--- config.mk ---
export PLATFORM = sky130hd
export DESIGN_NAME = hex_display_arbiter
export DESIGN_NICKNAME = d
export VERILOG_FILES = /design/src/rtl/hex_display_arbiter_pkg.sv /design/src/rtl/hex_display_arbiter_rr.sv /design/src/rtl/hex_display_arbiter.sv
export SDC_FILE = /design/constraint.sdc
export NUM_CORES = 1
export LEC_CHECK = 0
export ABC_AREA = 1
export ABC_CLOCK_PERIOD_IN_PS = 1800
export CAP_MARGIN = 30
export CORE_ASPECT_RATIO = 0.8
export CORE_MARGIN = 2
export CORE_UTILIZATION = 25
export CTS_BUF_LIST = sky130_fd_sc_hd__clkbuf_4
export CTS_CLUSTER_DIAMETER = 30
export DETAILED_ROUTE_END_ITERATION = 6
export PLACE_DENSITY = 0.52
export SLEW_MARGIN = 20
export SYNTH_ARGS = -nofsm -noshare
export SYNTH_HDL_FRONTEND = slang
export SYNTH_SLANG_ARGS = --single-unit
--- constraint.sdc ---
create_clock -name iCLOCK -period 1.8 [get_ports iCLOCK]
set_input_delay 0.36 -clock iCLOCK [delete_from_list [all_inputs] [get_ports iCLOCK]]
set_output_delay 0.36 -clock iCLOCK [all_outputs]
set_load 0.02 [all_outputs]
--- src/rtl/hex_display_arbiter_pkg.sv ---
// Shared definitions for the hex display arbiter.
//   state_e : arbiter FSM states (IDLE / WRITE / DWELL)
//   DISP_W  : width of one display word
package hex_display_arbiter_pkg;

    localparam int DISP_W = 32;

    typedef enum logic [1:0] {
        ST_IDLE  = 2'd0,
        ST_WRITE = 2'd1,
        ST_DWELL = 2'd2
    } state_e;

endpackage

--- src/rtl/hex_display_arbiter_rr.sv ---
// Combinational round-robin picker.
//   req    : request vector, one bit per requester
//   ptr    : index with highest priority this round
//   winner : first asserted index at or after ptr, wrapping modulo NUM_REQ
//   valid  : 1 when any request is asserted
module rr_arbiter #(
    parameter int NUM_REQ = 4,
    parameter int IDX_W   = $clog2(NUM_REQ)
) (
    input  logic [NUM_REQ-1:0] req,
    input  logic [IDX_W-1:0]   ptr,
    output logic [IDX_W-1:0]   winner,
    output logic               valid
);

    localparam logic [IDX_W:0] NREQ = (IDX_W+1)'(NUM_REQ);

    logic [IDX_W:0] idx;

    // Scan from the farthest position back towards ptr so the nearest
    // asserted request (in rotation order) is the last one to overwrite.
    always_comb begin
        valid  = 1'b0;
        winner = '0;
        idx    = '0;
        for (int i = NUM_REQ - 1; i >= 0; i--) begin
            idx = {1'b0, ptr} + (IDX_W+1)'(i);
            if (idx >= NREQ) begin
                idx = idx - NREQ;
            end
            if (req[idx[IDX_W-1:0]]) begin
                valid  = 1'b1;
                winner = idx[IDX_W-1:0];
            end
        end
    end

endmodule

--- src/rtl/hex_display_arbiter.sv ---
// Shares the 8-digit hex display between NUM_REQ requesters.
// Round-robin grant, one-cycle write strobe + word, then a fixed dwell
// time before the next arbitration.
//   iCLOCK / iRESET_N : clock, async active-low reset
//   iREQ              : per-requester level request
//   iDATA             : requester k word at iDATA[32k +: 32]
//   oACK              : one-cycle one-hot acknowledge of the grant
//   oWR / oDATA       : display register write strobe and word
//   oOWNER            : index of last granted requester
//   oBUSY             : high while in WRITE or DWELL
module hex_display_arbiter
    import hex_display_arbiter_pkg::*;
#(
    parameter int NUM_REQ      = 4,
    parameter int DWELL_CYCLES = 50_000_000,
    parameter int IDX_W        = $clog2(NUM_REQ)
) (
    input  logic                      iCLOCK,
    input  logic                      iRESET_N,
    input  logic [NUM_REQ-1:0]        iREQ,
    input  logic [DISP_W*NUM_REQ-1:0] iDATA,
    output logic [NUM_REQ-1:0]        oACK,
    output logic                      oWR,
    output logic [DISP_W-1:0]         oDATA,
    output logic [IDX_W-1:0]          oOWNER,
    output logic                      oBUSY
);

    localparam int               CNT_W    = (DWELL_CYCLES > 1) ? $clog2(DWELL_CYCLES + 1) : 1;
    localparam logic [CNT_W-1:0] CNT_LOAD = CNT_W'(DWELL_CYCLES - 1);
    localparam logic [IDX_W-1:0] LAST_IDX = IDX_W'(NUM_REQ - 1);

    state_e               state_q, state_d;
    logic [CNT_W-1:0]     cnt_q, cnt_d;
    logic [IDX_W-1:0]     ptr_q, ptr_d;
    logic                 wr_q, wr_d;
    logic [NUM_REQ-1:0]   ack_q, ack_d;
    logic [DISP_W-1:0]    data_q, data_d;
    logic [IDX_W-1:0]     owner_q, owner_d;
    logic                 busy_q, busy_d;

    logic [IDX_W-1:0]     win;
    logic                 win_vld;

    rr_arbiter #(
        .NUM_REQ (NUM_REQ),
        .IDX_W   (IDX_W)
    ) u_rr (
        .req    (iREQ),
        .ptr    (ptr_q),
        .winner (win),
        .valid  (win_vld)
    );

    // Outputs are registered from next-state values, so a grant taken at
    // the IDLE edge shows up on oWR/oACK during the WRITE cycle itself.
    always_comb begin
        state_d = state_q;
        cnt_d   = cnt_q;
        ptr_d   = ptr_q;
        wr_d    = 1'b0;
        ack_d   = '0;
        data_d  = data_q;
        owner_d = owner_q;
        case (state_q)
            ST_IDLE: begin
                if (win_vld) begin
                    state_d    = ST_WRITE;
                    wr_d       = 1'b1;
                    ack_d[win] = 1'b1;
                    data_d     = iDATA[win*DISP_W +: DISP_W];
                    owner_d    = win;
                end
            end
            ST_WRITE: begin
                ptr_d   = (owner_q == LAST_IDX) ? '0 : owner_q + 1'b1;
                cnt_d   = CNT_LOAD;
                state_d = ST_DWELL;
            end
            ST_DWELL: begin
                // Requests are ignored here; counter stops at zero.
                if (cnt_q == '0) begin
                    state_d = ST_IDLE;
                end else begin
                    cnt_d = cnt_q - 1'b1;
                end
            end
            default: begin
                state_d = ST_IDLE;
            end
        endcase
        busy_d = (state_d != ST_IDLE);
    end

    always_ff @(posedge iCLOCK or negedge iRESET_N) begin
        if (!iRESET_N) begin
            state_q <= ST_IDLE;
            cnt_q   <= '0;
            ptr_q   <= '0;
            wr_q    <= 1'b0;
            ack_q   <= '0;
            data_q  <= '0;
            owner_q <= '0;
            busy_q  <= 1'b0;
        end else begin
            state_q <= state_d;
            cnt_q   <= cnt_d;
            ptr_q   <= ptr_d;
            wr_q    <= wr_d;
            ack_q   <= ack_d;
            data_q  <= data_d;
            owner_q <= owner_d;
            busy_q  <= busy_d;
        end
    end

    assign oWR    = wr_q;
    assign oACK   = ack_q;
    assign oDATA  = data_q;
    assign oOWNER = owner_q;
    assign oBUSY  = busy_q;

endmodule

# After elaboration in Yosys (flattened, before gate mapping)
# Cells that the tools add are included.
# word_totals
ramBits,0
memories,0
ff_bits,70
romBits,0
in_bits,134
out_inout_bits,40
elab_cells,71
latchBits,0
# op_classes
reduce_logical,7
div_mod_pow,0
muxes,32
eq_ne,4
shift,1
n_lt_le_gt_ge,10
bitwise,0
add_sub_neg,9
n_mul,0
# op_table
cell,count
$shiftx 128x8->32,1
$pmux 26 s2,1
$logic_not 26->1,1
$mux 26,1
$sub 26x1->26 const B,1
$mux 2,11
$lt 2x3->1 const B,5
$mux 1,11
$ge 3x3->1 const B,3
$bmux 1 s2,4
$mux 4,2
$sub 2x1->2 const B,4
$add 2x2->3 const B,2
$pmux 2 s3,1
$eq 2x2->1 const B,2
$reduce_and 2->1,2
$reduce_bool 2->1,2
$add 2x1->3 const B,1
$ge 2x3->1 const B,1
$add 2x1->2 const B,1
$demux 1 s2,1
$eq 2x1->1 const B,1
$ge 2x1->1 const B,1
$logic_not 2->1,1
2 further kinds,2

# Longest topological paths before layout
# depth
ltp_word,15
ltp_mapped,14
depth_no_buf,12

# Modules after synthesis
# From an unflattened synthesis, not the netlist that was laid out.
# unflattened
cells_unflattened,684
area_unflattened_um2,4529.3
# modules_own_cells
module,cells_each,instances,seq_area_each_um2,area_per_inst_um2
hex_display_arbiter,640,1,1751.7,4314.1
rr_arbiter,44,1,0.0,215.2

# Worst setup path after synthesis
# OpenSTA, ideal clock, no wires.
# synth_path
path_kind,register -> register
startpoint,register cnt_q[8]
endpoint,register cnt_q[12]
path_stages_with_launch,12
arrival_ps,1529
t_required_ps,1677
setup_time_ps,123
path_slack_ps,148
path_cell_list,dfrtp_1 > nor2_1 > nand2_1 > nor2_1 > and2_1 > nand2_1 > nand2_2 > nand2_1 > buf_6 > buf_6 > o21ai_0 > nand2_1
# synth_via
elab_chain_len,3
elab_cells_between_ends,6
cone_classes,add/sub (1); eq/ne (1); mux (2); reduce/logical (2)
# synth_lines
item,line_no,source
start: declaration,hex_display_arbiter.sv:34,"logic [CNT_W-1:0] cnt_q, cnt_d;"
start signal: assignment,hex_display_arbiter.sv:107,cnt_q <= cnt_d;
$sub 26x1->26 or $logic_not 26->1 (tied branches),"hex_display_arbiter.sv:85, hex_display_arbiter.sv:82",
$mux 26 or $ne 2x2->1 (tied branches),--,
$pmux 26 s2 or $reduce_and 2->1 (tied branches),--,
# Parallel ways exist; a longest one is shown, timed or not. The select of a mux whose other input is x is not followed.
# A chain may end at the register's enable or synchronous reset.

# Final worst setup path
# layout_path
startpoint,register ptr_q[0]
endpoint,"register data_q[5], in the netlist oDATA[5]"
# layout_via
elab_chain_len,10
elab_cells_between_ends,33
cone_classes,add/sub (7); order compare (4); shift (1); mux (20); reduce/logical (1)
# layout_lines
item,line_no,source
start: declaration,hex_display_arbiter.sv:35,"logic [IDX_W-1:0] ptr_q, ptr_d;"
start signal: assignment,hex_display_arbiter.sv:108,ptr_q <= ptr_d;
$add 2x2->3,hex_display_arbiter_rr.sv:27,"idx = {1'b0, ptr} + (IDX_W+1)'(i);"
$ge 3x3->1 or $sub 2x1->2 (tied branches),"hex_display_arbiter_rr.sv:28, hex_display_arbiter_rr.sv:29",
$mux 2,hex_display_arbiter_rr.sv:28,if (idx >= NREQ) begin
$bmux 1 s2,hex_display_arbiter_rr.sv:31,if (req[idx[IDX_W-1:0]]) begin
$mux 1 (not written as such),hex_display_arbiter_rr.sv:31,
$mux 2 or $mux 1 (tied branches) (4 in series),hex_display_arbiter_rr.sv:31,
$shiftx 128x8->32 or $reduce_and 2->1 (tied branches),--,
end signal: assignment,hex_display_arbiter.sv:111,data_q <= data_d;
end: declaration,hex_display_arbiter.sv:38,"logic [DISP_W-1:0] data_q, data_d;"
# Parallel ways exist; a longest one is shown, timed or not. The select of a mux whose other input is x is not followed.

==> results.json <==
{
  "status": "finished, violations left",
  "violations": "setup timing",
  "drive_above_1_share_pct": 18.8,
  "crit_type": "register to register",
  "cts-root-buf": "clkbuf_4",
  "max_freq_mhz": 545,
  "num_vias": 5426,
  "grt_overflow": 0,
  "cts_sinks": 70,
  "final.setup_skew_ns": 0.0360,
  "clockBufferDepth": 2,
  "tightest_slew_ns": 0.395,
  "drv_slew": 0,
  "initialDrtViolationCount": 335,
  "grtUsageTotal_pct": 18.3,
  "slowest_stage": "dfrtp_2",
  "ys_seq_elements": 70,
  "viasPerCell": 4.40,
  "arrival_ns": 2.26,
  "yosysWarnings": 0,
  "p_total_mw": 14.7,
  "synth_top_area_share_pct": 35.8,
  "min_period_ns": 1.84,
  "synth.distinct_cells": 30,
  "grt_pass1_vias": 5364,
  "min_path_type": "primary input to asynchronous set/reset pin",
  "numCtsBuffers": 9,
  "routedWlPerCell_um": 14.8,
  "post-route-period-util_pct": 102,
  "synth.avg_cell_area_um2": 6.62,
  "crit_path_start_kind": "register",
  "hold_slack_ns": 0.334,
  "clk_latency_ns": 0.49,
  "fin_setup_tns_ns": -0.351,
  "r2r_cells": 13,
  "dp_slack_ns": -0.383,
  "crit_fanout": 8,
  "std_cell_rows": 45,
  "setup_ws_ns": -0.0364,
  "cellLeakagePower_nw": 4.02,
  "setup_violations": 24,
  "critPathRequiredTime_ns": 2.23,
  "wl_um": 18300,
  "yosys.area.top_type": "dfrtp_1",
  "dpl.hpwl_um": 13000,
  "antenna_found_initial": 1,
  "synth_cells": 740,
  "start_util_pct": 25.7,
  "fillers": 1957,
  "grt_pass1_wl_um": 29700,
  "dieArea_mm2": 0.0207,
  "syn_nets": 877,
  "path_cells": "buf_6 -> nand2_2 -> nand2_4 -> buf_6 -> nor2_4 -> nor2_2 -> nand2_1 -> nand3_2 -> nor2_4 -> buf_12 -> buf_12 -> nand3_1 -> nand3_1",
  "htreeDepth": 3,
  "remaining_drc_errors": 0,
  "power.density_mw_per_mm2": 1800,
  "critPathCaptureType": "register",
  "netlist_area_mm2": 0.00490,
  "die_h_um": 129,
  "ys_seq_area_share_pct": 35.8,
  "area_delta_synth_final_pct": 66.2,
  "num-nets-final": 1107,
  "routabilityCongestion": 0.862,
  "clkTransAtPathRegs_ns": 0.14,
  "placed_area_mm2": 0.00730,
  "core-area_mm2": 0.0191,
  "ant_nets": 0,
  "die_width_um": 161,
  "finalHoldViolCount": 0,
  "relSlewSlack_pct": 73.7,
  "grt_max_degree": 37,
  "first_pass_iters": 4,
  "slowest_delay_ns": 0.45,
  "cts_tree": "done",
  "final_cell_area_mm2": 0.00814,
  "drv_cap": 0,
  "synth_area_leaders": "dfrtp_1 (36%), nand3_1 (16%), nand2_1 (15%)",
  "io_pins": 174,
  "ir_drop_mv": 0.965,
  "io_buffers": 173,
  "grt_setup_unrepaired": "true"
}
[registers in the layout (all words and copies together) (netlist names)]
| register | count |
|---|---|
| oWR | 1 |
| ptr_q | 2 |
| oBUSY | 1 |
| state_q | 2 |
| oOWNER | 2 |
| oACK | 4 |
| cnt_q | 26 |
| oDATA | 32 |
[area by class of cell]
class	count	area (µm²)	area share, %
repair buffers	258	2610	32.0
clock inverters	7	113	1.38
diodes	1	2.50	0.0307
inverters	122	458	5.62
well taps	258	323	3.96
clock buffers	9	67.6	0.830
flip-flops and latches	70	1750	21.5
multi-input cells	509	2820	34.6
[path summary, 6_finish.rpt]
path,startpoint,to,slack [ns]
worst min register to register,oDATA[13],oDATA[13],0.51
worst max-delay path,ptr_q[0],oDATA[5],-0.04
worst min-delay path,iRESET_N,oDATA[1],0.33
worst max register to register,ptr_q[0],oDATA[5],-0.04
max in group asynchronous,iRESET_N,ptr_q[0],0.85
min in group iCLOCK,iDATA[121],oDATA[25],0.50
[kinds of logic after synthesis]
kind of cell / after synthesis / synth area share (%)
flip-flops: 70 / 35.8
AO/OA/AOI/OAI: 31 / 3.37
multiplexers: 1 / 0.204
XOR/XNOR: 15 / 2.68
AND/OR/NAND/NOR: 459 / 42.8
adder cells (fa/ha/maj): 3 / 0.766
buffers and inverters: 161 / 14.4
[repair_timing]
action                     in CTS  in global routing
pin swaps                       4                 17
buffers inserted               12                  5
hold buffers                    1                  0
resized for setup              83                 67
setup endpoints to repair      74                 65
hold endpoints to repair       22                  0
cloned                          4                  0
[layer usage]
layer | part of all wire (%) | global-route usage [%] | vias up
li1 | - | - | 2784
met1 | 49 | 25.2 | 2511
met2 | 45 | 29.4 | 110
met3 | 4.4 | 4.03 | 21
met4 | 1.7 | 4.72 | 0
met5 | 0 | 0 | -
[stage by stage]
| step | util, % | cells |
|---|---|---|
| 4_1_cts | 41.0 | 1228 |
| 2_1_floorplan | - | 740 |
| 3_3_place_gp | 38.2 | 1195 |
| 3_5_place_dp | 38.2 | 1195 |
| 5_1_grt | 42.7 | 1234 |
| 6_report | 42.7 | 1234 |
[report_power, final]
part	total, mW	switching [mW]	leakage (nW)	internal [mW]
clock network	1.35	0.659	0.0973	0.695
registers	2.67	0.388	0.844	2.28
logic	10.7	5.93	3.08	4.74
[cells in the mapped netlist, drive strengths merged]
library cell    n
nand3b         33
nand2         192
nand4           3
o21bai          1
inv           122
ha              3
buf            36
mux2i           1
nor2           60
dfrtp          70
and3            1
a21oi           3
o21ai          24
a21o            1
and2            1
nor3            7
xor2           10
nand3         162
xnor2           5
o31ai           2
clkbuf          3
[cells in the final DEF, fill, tap and decap left out, types with 30 or more instances in the layout]
cell,n
nand3b_1,33
dfrtp_1,69
dlygate4sd2_1,39
nand2_1,175
nand3_1,127
clkdlybuf4s50_1,132
buf_4,58
nand3_2,30
nor2_1,42
inv_1,116
[critical path: cells and delay by family (launching register included)]
family        cells  cell delay [ns]
buf+inv           4             0.54
flops             1             0.45
simple gates      9             0.81
No activity file was read; power rests on OpenSTA's default activity.
